===== config.mk =====
export PLATFORM = sky130hd
export DESIGN_NAME = align_seq
export DESIGN_NICKNAME = d
export VERILOG_FILES = /design/src/rtl/logic_pkg.sv /design/src/rtl/align.sv /design/src/rtl/align_seq.sv
export SDC_FILE = /design/constraint.sdc
export NUM_CORES = 1
export LEC_CHECK = 0
export BUFFER_PORTS_ARGS = -buffer_cell sky130_fd_sc_hd__buf_2
export CAP_MARGIN = 0
export CORE_ASPECT_RATIO = 1.1
export CORE_UTILIZATION = 56
export DETAILED_ROUTE_END_ITERATION = 10
export PLACE_DENSITY = 0.87
export SYNTH_ARGS = -nofsm -noshare
export SYNTH_HDL_FRONTEND = slang
export SYNTH_HIERARCHICAL = 1
export SYNTH_SLANG_ARGS = --single-unit

===== constraint.sdc =====
create_clock -name clock -period 4.4 [get_ports clock]
set_clock_uncertainty 0.15 [all_clocks]
set_input_delay 0.88 -clock clock [delete_from_list [all_inputs] [get_ports clock]]
set_output_delay 0.88 -clock clock [all_outputs]
set_load 0.005 [all_outputs]

===== src/rtl/logic_pkg.sv =====
// Shared types and elaboration helpers for the align_seq normalizer.
// The package holds the state encoding and the width/pass-count derivations.
package logic_pkg;

    typedef enum logic [1:0] {
        S_IDLE = 2'd0,
        S_RUN  = 2'd1,
        S_DONE = 2'd2
    } state_t;

    function automatic int f_clog2(input int v);
        int r;
        r = 0;
        while ((1 << r) < v) r++;
        return r;
    endfunction

    function automatic int f_cdiv(input int a, input int b);
        return (a + b - 1) / b;
    endfunction

endpackage


===== src/rtl/align.sv =====
// Window align unit: counts leading zeros in the top 2^ORDER bits of a word
// and shifts the word left by that amount (at most 2^ORDER bits per use).
module align
    import logic_pkg::*;
#(
    parameter int ORDER = 3,
    parameter int W     = 32
) (
    input  logic [W-1:0]   i_data,
    output logic [W-1:0]   o_data,
    output logic [ORDER:0] o_count
);
    localparam int HW   = 1 << ORDER;
    localparam int CNTW = ORDER + 1;

    logic [HW-1:0] w_win;
    assign w_win = i_data[W-1 -: HW];

    // Scan upward so the highest set bit is the last to write the count.
    always_comb begin
        o_count = CNTW'(HW);
        for (int i = 0; i < HW; i++)
            if (w_win[i]) o_count = CNTW'(HW - 1 - i);
    end

    assign o_data = i_data << o_count;

endmodule


===== src/rtl/align_seq.sv =====
// Multi-cycle leading-zero normalizer built around one narrow align window.
// Optional ALIGN_SEQ_LIMIT_EN adds a `limit` port capping the total shift.
module align_seq
    import logic_pkg::*;
#(
    parameter int ORDER = 3,
    parameter int W     = 32,
    localparam int CW   = f_clog2(W + 1)
) (
    input  logic          clock,
    input  logic          reset,
    input  logic          in_valid,
    output logic          in_ready,
    input  logic [W-1:0]  in,
`ifdef ALIGN_SEQ_LIMIT_EN
    input  logic [CW-1:0] limit,
`endif
    output logic          out_valid,
    input  logic          out_ready,
    output logic [W-1:0]  out,
    output logic [CW-1:0] count,
    output logic          zero
);
    localparam int HW = 1 << ORDER;
    localparam int P  = f_cdiv(W, HW);
    localparam int PW = (P > 1) ? f_clog2(P) : 1;

    state_t        r_state, w_state_nxt;
    logic [W-1:0]  r_acc, w_acc_nxt;
    logic [CW-1:0] r_cnt, w_cnt_nxt;
    logic [PW-1:0] r_pass, w_pass_nxt;
    logic          r_zero, w_zero_nxt;

    logic [W-1:0]  w_al_out;
    logic [ORDER:0] w_al_cnt;
    logic [CW:0]   w_sum;
    logic [CW-1:0] w_sum_sat;

    align #(.ORDER(ORDER), .W(W)) u_align (
        .i_data  (r_acc),
        .o_data  (w_al_out),
        .o_count (w_al_cnt)
    );

    assign w_sum     = {1'b0, r_cnt} + (CW+1)'(w_al_cnt);
    assign w_sum_sat = (w_sum > (CW+1)'(W)) ? CW'(W) : w_sum[CW-1:0];

`ifdef ALIGN_SEQ_LIMIT_EN
    logic [CW-1:0] r_lim, w_lim_nxt;
    logic          w_lim_hit;
    assign w_lim_hit = ({1'b0, r_lim} <= w_sum);
`endif

    always_comb begin
        w_state_nxt = r_state;
        w_acc_nxt   = r_acc;
        w_cnt_nxt   = r_cnt;
        w_pass_nxt  = r_pass;
        w_zero_nxt  = r_zero;
`ifdef ALIGN_SEQ_LIMIT_EN
        w_lim_nxt   = r_lim;
`endif
        case (r_state)
            S_IDLE: begin
                if (in_valid) begin
                    w_acc_nxt  = in;
                    w_cnt_nxt  = '0;
                    w_pass_nxt = '0;
                    w_zero_nxt = 1'b0;
`ifdef ALIGN_SEQ_LIMIT_EN
                    w_lim_nxt  = limit;
`endif
                    if (in == '0) begin
                        w_zero_nxt  = 1'b1;
`ifdef ALIGN_SEQ_LIMIT_EN
                        w_cnt_nxt   = (limit > CW'(W)) ? CW'(W) : limit;
`else
                        w_cnt_nxt   = CW'(W);
`endif
                        w_state_nxt = S_DONE;
                    end
`ifdef ALIGN_SEQ_LIMIT_EN
                    else if (limit == '0) begin
                        w_state_nxt = S_DONE;
                    end
`endif
                    else begin
                        w_state_nxt = S_RUN;
                    end
                end
            end
            S_RUN: begin
                w_pass_nxt = r_pass + 1'b1;
                w_acc_nxt  = w_al_out;
                w_cnt_nxt  = w_sum_sat;
`ifdef ALIGN_SEQ_LIMIT_EN
                // Residual shift stops exactly at the limit; cnt never exceeds r_lim.
                if (w_lim_hit) begin
                    w_acc_nxt   = r_acc << (r_lim - r_cnt);
                    w_cnt_nxt   = r_lim;
                    w_state_nxt = S_DONE;
                end else
`endif
                if (w_al_cnt < (ORDER+1)'(HW)) begin
                    w_state_nxt = S_DONE;
                end else if (r_pass == PW'(P - 1)) begin
                    w_cnt_nxt   = CW'(W);
                    w_state_nxt = S_DONE;
                end
            end
            S_DONE: begin
                if (out_ready) w_state_nxt = S_IDLE;
            end
            default: w_state_nxt = S_IDLE;
        endcase
    end

    always_ff @(posedge clock or posedge reset) begin
        if (reset) begin
            r_state <= S_IDLE;
            r_acc   <= '0;
            r_cnt   <= '0;
            r_pass  <= '0;
            r_zero  <= 1'b0;
`ifdef ALIGN_SEQ_LIMIT_EN
            r_lim   <= '0;
`endif
        end else begin
            r_state <= w_state_nxt;
            r_acc   <= w_acc_nxt;
            r_cnt   <= w_cnt_nxt;
            r_pass  <= w_pass_nxt;
            r_zero  <= w_zero_nxt;
`ifdef ALIGN_SEQ_LIMIT_EN
            r_lim   <= w_lim_nxt;
`endif
        end
    end

    assign in_ready  = (r_state == S_IDLE);
    assign out_valid = (r_state == S_DONE);
    assign out       = r_acc;
    assign count     = r_cnt;
    assign zero      = r_zero;

endmodule


# Yosys cells after proc, flatten, opt, wreduce, memory -nomap -nowiden
# Index checks and enable logic that the tools add are counted.
dict set report word_totals {
  reg_bits 43
  output_inout_bits 41
  wordCells 47
  input_bits 36
}
dict set report classes {
  eq_ne 6
  addsub 2
  reduce_logical 6
  n_shift 1
  order_cmp 2
  muxes 25
}
# op count
set op_table {}
lappend op_table {{32-bit case mux with 2 select lines} 1}
lappend op_table {{32-bit logical NOT} 1}
lappend op_table {{32-bit two-way mux} 1}
lappend op_table {{4-bit two-way mux} 8}
lappend op_table {{32-bit by 4-bit << shifter with 32-bit output} 1}
lappend op_table {{6-bit two-way mux} 5}
lappend op_table {{2-bit two-way mux} 6}
lappend op_table {{6-bit case mux with 2 select lines} 1}
lappend op_table {{6-bit by 4-bit adder with 7-bit output} 1}
lappend op_table {{7-bit by 6-bit greater-than comparator with 1-bit output (second input constant)} 1}
lappend op_table {{2-bit case mux with 3 select lines} 1}
lappend op_table {{2-bit equality test (second input constant)} 2}
lappend op_table {{4-bit < comparator (second input constant)} 1}
lappend op_table {{2-bit case mux with 2 select lines} 1}
lappend op_table {{2-bit AND reduction} 2}
lappend op_table {{3-bit inequality test (second input constant)} 1}
lappend op_table {{3-bit AND reduction} 1}
lappend op_table {{2-bit by 1-bit adder with 2-bit output (second input constant)} 1}
lappend op_table {{2-bit by 1-bit equality test with 1-bit output (second input constant)} 1}
lappend op_table {{2-bit logical NOT} 1}
lappend op_table {{2-bit by 1-bit inequality test with 1-bit output (second input constant)} 1}
lappend op_table {{2-bit inequality test (second input constant)} 1}
lappend op_table {{2-bit nonzero test} 1}
lappend op_table {{1-bit two-way mux} 1}

# Depth between registers and ports, before layout
# Gate-level depths: netlist of run 1.
dict set report depth {
  ltp_word 14
  depth_mapped 12
  depth_no_buf 11
}

# By module
# Netlist of run 1, hierarchy kept.
# mod area_per_inst_um2 cells_per_inst instances
set modules_own_cells {}
lappend modules_own_cells {align_seq 2215.9 219 1}
lappend modules_own_cells {align 1478.9 220 1}

# Worst setup path before layout of run 1
# No wires, ideal clock.
dict set report synth_timing {
  path_kind {flip-flop to flip-flop}
  from {register r_acc[28] (netlist: out[28])}
  to {register r_cnt[4] (netlist: count[4])}
  t_arrival_ns 3.040
  setup_slack_ns 1.136
  required_ns 4.176
  path_buffers 1
  stages_incl_launch_ff 13
  path_cell_list {dfrtp_1 -> buf_6 -> or2_4 -> o211a_4 -> nor2_8 -> inv_2 -> ha_1 -> fa_1 -> or4b_1 -> nor4b_2 -> o31a_4 -> a21oi_2 -> o21ai_2}
}
dict set report synth_between {
  elab_chain_cells 10
  elab_cells_between_ends 11
  cone_classes {add/sub: 1; order compare: 2; mux: 8}
}
# item line_no
set synth_lines {}
lappend synth_lines {{from (decl)} align_seq.sv:29} ;# logic [W-1:0] r_acc, w_acc_nxt;
lappend synth_lines {{from (signal assigned)} align_seq.sv:130} ;# r_acc <= w_acc_nxt;
lappend synth_lines {{4-bit two-way mux * (4 in series)} align.sv:23} ;# if (w_win[i]) o_count = CNTW'(HW - 1 - i);
lappend synth_lines {{via w_al_cnt[0]} align_seq.sv:35} ;# logic [ORDER:0] w_al_cnt;
lappend synth_lines {{6-bit by 4-bit adder with 7-bit output} align_seq.sv:45} ;# assign w_sum = {1'b0, r_cnt} + (CW+1)'(w_al_cnt);
lappend synth_lines {{7-bit by 6-bit greater-than comparator with 1-bit output} align_seq.sv:46} ;# assign w_sum_sat = (w_sum > (CW+1)'(W)) ? CW'(W) : w_sum[CW-1:0];
lappend synth_lines {{6-bit two-way mux} align_seq.sv:46}
lappend synth_lines {{6-bit two-way mux} align_seq.sv:106} ;# end else if (r_pass == PW'(P - 1)) begin
lappend synth_lines {{6-bit two-way mux *} align_seq.sv:104} ;# if (w_al_cnt < (ORDER+1)'(HW)) begin
lappend synth_lines {{6-bit case mux with 2 select lines *} align_seq.sv:63} ;# case (r_state)
lappend synth_lines {{to (signal assigned)} align_seq.sv:131} ;# r_cnt <= w_cnt_nxt;
lappend synth_lines {{to (decl)} align_seq.sv:30} ;# logic [CW-1:0] r_cnt, w_cnt_nxt;
# Mark *: on every way through the listed nets, which the timed path passes. The rest lies on a longest branch.
# A chain may end at the register's enable or synchronous reset.

# Final worst setup path of run 1
# Ends and elaborated chain as after synthesis.

==> results of run 1 <==
-- synth_stat cells (10+ instances only) --
| cell | n |
|---|---|
| sky130_fd_sc_hd__a21oi_1 | 23 |
| sky130_fd_sc_hd__a32oi_1 | 10 |
| sky130_fd_sc_hd__nand2_1 | 65 |
| sky130_fd_sc_hd__nor2_1 | 21 |
| sky130_fd_sc_hd__nor4_1 | 10 |
| sky130_fd_sc_hd__clkbuf_1 | 18 |
| sky130_fd_sc_hd__mux2i_1 | 38 |
| sky130_fd_sc_hd__o221ai_1 | 10 |
| sky130_fd_sc_hd__o21ai_0 | 51 |
| sky130_fd_sc_hd__dfrtp_1 | 43 |
| sky130_fd_sc_hd__nand3_1 | 11 |
-- worst max-delay path, delay by kind of cell (launching register included) --
kind | cells | cell delay (ps)
buf+inv | 1 | 140
compound gates | 4 | 770
simple gates | 4 | 1470
flops | 1 | 500
fa+ha+maj | 2 | 670
-- cell families (layout without fill, tap and decap cells) --
group	after synthesis	count (layout)	share of synthesized area, %
xor gates and xnor gates	1	1	0.237
muxes	46	46	12.9
DFF	43	43	29.1
and+or+nand+nor	131	131	17.1
AOI/OAI and AO/OA	169	169	32.7
buffers and inverters	43	103	5.69
adders and majority gates	6	6	2.24
-- state kept, by name (all words and copies together) (netlist names) --
signal   cells
r_pass       2
zero         1
out         32
count        6
r_state      2
-- report_power, final --
group / switching, mW / total (mW) / internal, mW / leakage (nW)
combinational: 1.71 / 2.85 / 1.14 / 1.25
clock: 0.145 / 0.314 / 0.169 / 0.0581
sequential: 0.288 / 0.858 / 0.570 / 0.538
total: 2.15 / 4.03 / 1.88 / 1.85
-- layer usage --
metal,part of all wire (%),wire (µm),track usage (%)
met5,0,0,0
met1,42,4720,44.3
met2,48,5450,55.9
met4,2.4,275,11.4
met3,7.8,880,4.40
-- cell type report --
class / instances / area [µm²] / area share, %
clock inverters: 3 / 43.8 / 1.04
clock buffers: 5 / 68.8 / 1.64
inverters: 9 / 33.8 / 0.804
flip-flops and latches: 43 / 1080 / 25.6
repair buffers: 86 / 455 / 10.8
well taps: 80 / 100 / 2.38
multi-input cells: 353 / 2420 / 57.7
-- through the flow --
stage | std cells | power, mW | util (%) | hold slack [ps] | cell area (µm²)
after global routing | 579 | 4.30 | 67.0 | 375 | 4200
after global placement | 571 | 3.59 | 65.2 | 311 | 4090
after detailed placement | 571 | 3.62 | 65.2 | 320 | 4090
after floorplan | 439 | 2.86 | - | 296 | 3690
after CTS | 579 | 3.94 | 67.0 | 331 | 4200
final | 579 | 4.03 | 67.0 | 327 | 4200
-- cell usage in the layout (no fill, tap or decap), drive strengths merged, types with 7 or more instances in the layout --
cell type / n
a2111oi: 7
a21oi: 24
a22o: 9
a22oi: 9
a32oi: 10
buf: 86
dfrtp: 43
inv: 7
mux2: 8
mux2i: 38
nand2: 65
nand3: 11
nor2: 23
nor4: 11
o21ai: 56
o221ai: 12
-- final timing paths --
kind	slack, ps	depth (start not counted)	from	to
worst max-delay path	630	11	out[28]	count[4]
worst min-delay path	330	1	r_pass[0]	r_pass[0]
worst max register to register	630	11	out[28]	count[4]
worst min register to register	330	1	r_pass[0]	r_pass[0]
max in group asynchronous	3150	3	reset	out[18]
min in group asynchronous	550	3	reset	out[1]
==> results.cfg, run 1 <==
[status]
run_status = finished clean

[placement]
detailedPlacementHpwl_um = 8310
gp_congestion = 1.01
preCtsSetupSlack_ps = 682
port-buffer-count = 76

[sta]
slew_headroom_pct = 28.0
finalCriticalPeriod_ps = 3770
max_freq_ghz = 0.265
final_min_period_over_clock_period_pct = 85.7
setup_viol_count_final = 0
setup_tns_final_ps = 0
finalMaxSlewViolations = 0
hold_violations = 0
final.setup.worst_slack_ps = 627
worstMarginPinSlew_ps = 1080
rsz0062_at_grt = false

[grt]
gr-total-overflow = 0
grt_pass1_vias = 3567
antenna_found_initial = 0
grt_first_pass_wirelength_um = 18000
grt_use_total_pct = 33.4
grt_max_degree = 73

[die]
floorplan.initialDensity_pct = 58.9
ios = 77
die_w_um = 79.4
placement_rows = 30
core_um2 = 6270
chipHeight_um = 87.2
dieArea_um2 = 6930

[yosys]
synth_top_cells_by_area = sky130_fd_sc_hd__dfrtp_1, sky130_fd_sc_hd__mux2i_1, sky130_fd_sc_hd__o21ai_0
synth_top_area_share_pct = 29.1
synth_fp_nets = 481
synth_top_area_cell = sky130_fd_sc_hd__dfrtp_1
yosys_synthesis_warning_count = 6
synth-seq-cells = 43
postSynth.topFlopCell = sky130_fd_sc_hd__dfrtp_1
synth.yosys.seq_area_share_pct = 29.1
synth_area_per_cell_um2 = 8.42
synth_cell_types = 66
syn_area_um2 = 3690
synth_async_sr_flop_share_pct = 100
synth_cells = 439
synth-edff-count = 0

[critical_path]
crit_path_max_fanout = 18
crit_path_max_incr_delay_ps = 560
cp_max_delay_cell = sky130_fd_sc_hd__or4b_1
worst_setup_path_start_kind = flop
critPathArrivalTime_ps = 3850
cp_endpoint_kind = flop
crit_path_cell_trace = or2_4 > o211a_4 > nor2_8 > inv_2 > ha_1 > fa_1 > or4b_1 > nor4b_2 > o31a_4 > a21oi_2 > o21ai_2
timing_worst_setup_path_type = flop to flop
cp_data_required_time_ps = 4480

[clocking]
cts_resized = 0
clkTransAtPathRegs_ps = 90
insertion_delay_ps = 300
htree_num_levels = 2
clock_root_buffer_master = sky130_fd_sc_hd__clkbuf_8
postCtsSetupRepairBufs = 0
cts_hold_buf = 0
cts_inserted_buffers = 5
numClockSinks = 43
cts_max_path_buffers = 2
tritoncts_clock_tree = built

[drt]
drt-vias-per-instance = 6.70
routed_wl_um = 11300
vias = 3878
post_drt_wl_per_cell_um = 19.6
dr.first_iter.drc_count = 426
drtPass1Iterations = 6
drtAntennaViolNets = 0
drcViolationCount = 0

[cells_and_area]
nets_final = 540
area.growth.synth_to_final_pct = 13.7
nFillCells = 543
layout-drive-gt1-share_pct = 25.5
insertedDiodeCount = 0

[pwr]
ir_drop_uv = 709
power.density_nw_per_um2 = 958
power.leakage_nw = 1.85

[min_path]
worstHoldPathType = flop to flop

[run]
maxCapViolations = 0
(Power assumes the default switching activity.)
==> run 2, diff against run 1 <==
--- a/config.mk
+++ b/config.mk
@@ -5,10 +5,11 @@
 export SDC_FILE = /design/constraint.sdc
 export NUM_CORES = 1
 export LEC_CHECK = 0
+export ABC_AREA = 1
 export BUFFER_PORTS_ARGS = -buffer_cell sky130_fd_sc_hd__buf_2
 export CAP_MARGIN = 0
 export CORE_ASPECT_RATIO = 1.1
-export CORE_UTILIZATION = 56
+export CORE_UTILIZATION = 57
 export DETAILED_ROUTE_END_ITERATION = 10
 export PLACE_DENSITY = 0.87
 export SYNTH_ARGS = -nofsm -noshare
==> run 2 against run 1 <==
Compared with the run above: the flow now finishes with violations (design-rule violations); clock power down 15%; critical path type unchanged; area after synthesis up 14%; largest power group unchanged; combinational power up 14%; synthesized cell count up 50%; die area up 11%.
==> results.cfg, run 2 <==
[critical_path]
crit_path_max_incr_delay_ps = 530
setup.reg_to_reg.worst_slack_ps = 1060
ff2ff_path_depth = 14
cp_endpoint_kind = flop
critical_path.n_buffers_inverters = 1
cp_data_required_time_ps = 4450
path_delay_family = simple AND/OR/NAND/NOR gates
critPathArrivalTime_ps = 3390
timing_worst_setup_path_type = flop to flop
cp_num_cells = 14
reg2reg_from = out[24]
crit_path_max_fanout = 32
capturing_element_of_the_worst_setup_path = count[3]
cp_max_delay_cell = sky130_fd_sc_hd__fa_1
crit_path_cell_trace = or2_1 > nand3_1 > nand2_1 > nand2_2 > inv_2 > fa_1 > nand3_1 > nand3_1 > nand2_1 > nand2_1 > nand3_1 > nand2_1 > nand3_1 > nand2_1
worstSetupStartpoint = out[24]
worst_setup_path_start_kind = flop
worstReg2RegEnd = count[3]

[die]
die_w_um = 83.8
ios = 77
floorplan.initialDensity_pct = 59.2
core_um2 = 7090
placement_rows = 32
dieArea_um2 = 7710
chipHeight_um = 92.0

[placement]
gp_congestion = 0.920
port-buffer-count = 76
detailedPlacementHpwl_um = 8210

[clocking]
numClockSinks = 43
cts_hold_buf = 0
htree_num_levels = 2
tritoncts_clock_tree = built
clock_root_buffer_master = sky130_fd_sc_hd__clkbuf_8
cts_max_path_buffers = 2
clkTransAtPathRegs_ps = 100
cts_resized = 0
insertion_delay_ps = 310
postCtsSetupRepairBufs = 0
cts_inserted_buffers = 5

[yosys]
synth_top_cells_by_area = sky130_fd_sc_hd__dfrtp_1, sky130_fd_sc_hd__nand3_1, sky130_fd_sc_hd__nand2_1
synth.yosys.seq_area_share_pct = 25.6
synth_cells = 658
synth_top_area_cell = sky130_fd_sc_hd__dfrtp_1
syn_area_um2 = 4200
synth_cell_types = 30
synth_top_area_share_pct = 25.6
synth_area_per_cell_um2 = 6.38
synth_commonest_cells = sky130_fd_sc_hd__nand2_1, sky130_fd_sc_hd__nand3_1, sky130_fd_sc_hd__nor2_1, sky130_fd_sc_hd__inv_1, sky130_fd_sc_hd__dfrtp_1
synth-edff-count = 0
synth-seq-cells = 43
synth_async_sr_flop_share_pct = 100
count_leader_synth = sky130_fd_sc_hd__nand2_1
yosys_synthesis_warning_count = 6
synth_fp_nets = 700
postSynth.topFlopCell = sky130_fd_sc_hd__dfrtp_1

[drt]
post_drt_wl_per_cell_um = 14.5
drtAntennaViolNets = 0
routed_wl_um = 11500
vias = 4639
dr.first_iter.drc_count = 399
drcViolationCount = 7
drt-vias-per-instance = 5.84
drtPass1Iterations = 9

[cells_and_area]
insertedDiodeCount = 0
largest_register_ff_count = 32
layout-drive-gt1-share_pct = 21.2
nets_final = 750
nFillCells = 679
post-route-util_pct = 64.1
area.growth.synth_to_final_pct = 8.17
commonest_non_fill_non_tap_cell_in_the_layout = sky130_fd_sc_hd__nand2_1
final_cell_mix = sky130_fd_sc_hd__nand2_1, sky130_fd_sc_hd__nand3_1, sky130_fd_sc_hd__nor2_1

[grt]
groute.layer.met2.usage_pct = 52.6
grt_pass1_vias = 4259
gr-total-overflow = 0
use_met3_pct = 4.59
gr-max-usage-layer = met2
gr-usage-met1_pct = 38.4
antenna_found_initial = 0
grt_use_total_pct = 30.6
grt_first_pass_wirelength_um = 19300
grt_max_degree = 73

[pwr]
power.share.sequential_pct = 18.0
swShare_pct = 58.2
total_switching_power_mw = 2.49
power.leakage_nw = 2.42
power.density_nw_per_um2 = 943
power_report.internal_total_mw = 1.79
share_clk_of_total_power_pct = 6.3
ir_drop_uv = 648
combinationalPowerShare_pct = 75.7

[sta]
hold_violations = 0
slew_headroom_pct = 43.7
setup_viol_count_final = 0
setup_tns_final_ps = 0
worstMarginPinSlew_ps = 845
max_freq_ghz = 0.299
final_min_period_over_clock_period_pct = 76.0
finalCriticalPeriod_ps = 3340
finalMaxSlewViolations = 0
rsz0062_at_grt = false

[status]
violations = design-rule violations
run_status = finished with violations

[run]
maxCapViolations = 0

[min_path]
worstHoldPathType = flop to flop
[run 2: routing by layer]
layer / vias to the layer above / share of wire (%)
met5: - / 0
met4: 0 / 2.8
met3: 29 / 7.0
met2: 205 / 49
met1: 2145 / 41
li1: 2260 / -
[run 2: power by group through the flow]
stage | clock [mW] | combinational (mW) | sequential (mW)
6_report | 0.268 | 3.24 | 0.772
4_1_cts | 0.274 | 3.19 | 0.769
3_5_place_dp | 0 | 3.18 | 0.776
3_3_place_gp | 0 | 3.13 | 0.762
2_1_floorplan | 0 | 2.65 | 0.756
5_1_grt | 0.291 | 3.64 | 0.798
[run 2: kinds of logic (layout without fill, tap and decap cells)]
kind of cell | after synthesis | in the layout | share of synthesized area [%]
adders and majority gates | 6 | 6 | 1.97
AOI/OAI and AO/OA | 50 | 50 | 11.8
and+or+nand+nor | 466 | 466 | 49.4
DFF | 43 | 43 | 25.6
xor gates and xnor gates | 1 | 1 | 0.209
buffers and inverters | 92 | 143 | 11.0
[run 2: cell type report]
cell class	instances	area, µm²	area share (%)
clock inverter	3	20.0	0.441
sequential	43	1080	23.7
tap	85	106	2.34
timing repair buffer	77	388	8.54
multi-input combinational	523	2660	58.6
clock buffer	5	68.8	1.52
inverter	58	220	4.85
[run 2: metrics by stage]
step                      hold slack (ps)  power [mW]  setup slack, ps  std cells  cell area, µm²
after floorplan                       300        3.40             1940        658            4200
after global placement                310        3.89             1310        786            4450
after detailed placement              317        3.96             1190        786            4450
after CTS                             331        4.24             1180        794            4540
after global routing                  348        4.73              834        794            4540
final                                 324        4.28             1060        794            4540
[run 2: how the worst min path moves through the flow]
stage | depth (start not counted) | start | slack [ps] | end
final | 1 | r_pass[0] | 320 | r_pass[0]
after global routing | 1 | r_pass[0] | 350 | r_pass[0]
after CTS | 1 | r_pass[0] | 330 | r_pass[0]
after detailed placement | 1 | r_pass[0] | 320 | r_pass[0]
after global placement | 1 | r_pass[0] | 310 | r_pass[0]
after floorplan | 1 | r_pass[0] | 300 | r_pass[0]
[run 2: worst reg2reg max path: stages (launching register included)]
cell and delay, ps:
sky130_fd_sc_hd__dfrtp_1 440, sky130_fd_sc_hd__or2_1 290, sky130_fd_sc_hd__nand3_1 80, sky130_fd_sc_hd__nand2_1 60, sky130_fd_sc_hd__nand2_2 470, sky130_fd_sc_hd__inv_2 440
sky130_fd_sc_hd__fa_1 530, sky130_fd_sc_hd__nand3_1 120, sky130_fd_sc_hd__nand3_1 100, sky130_fd_sc_hd__nand2_1 110, sky130_fd_sc_hd__nand2_1 80, sky130_fd_sc_hd__nand3_1 80
sky130_fd_sc_hd__nand2_1 110, sky130_fd_sc_hd__nand3_1 100, sky130_fd_sc_hd__nand2_1 60
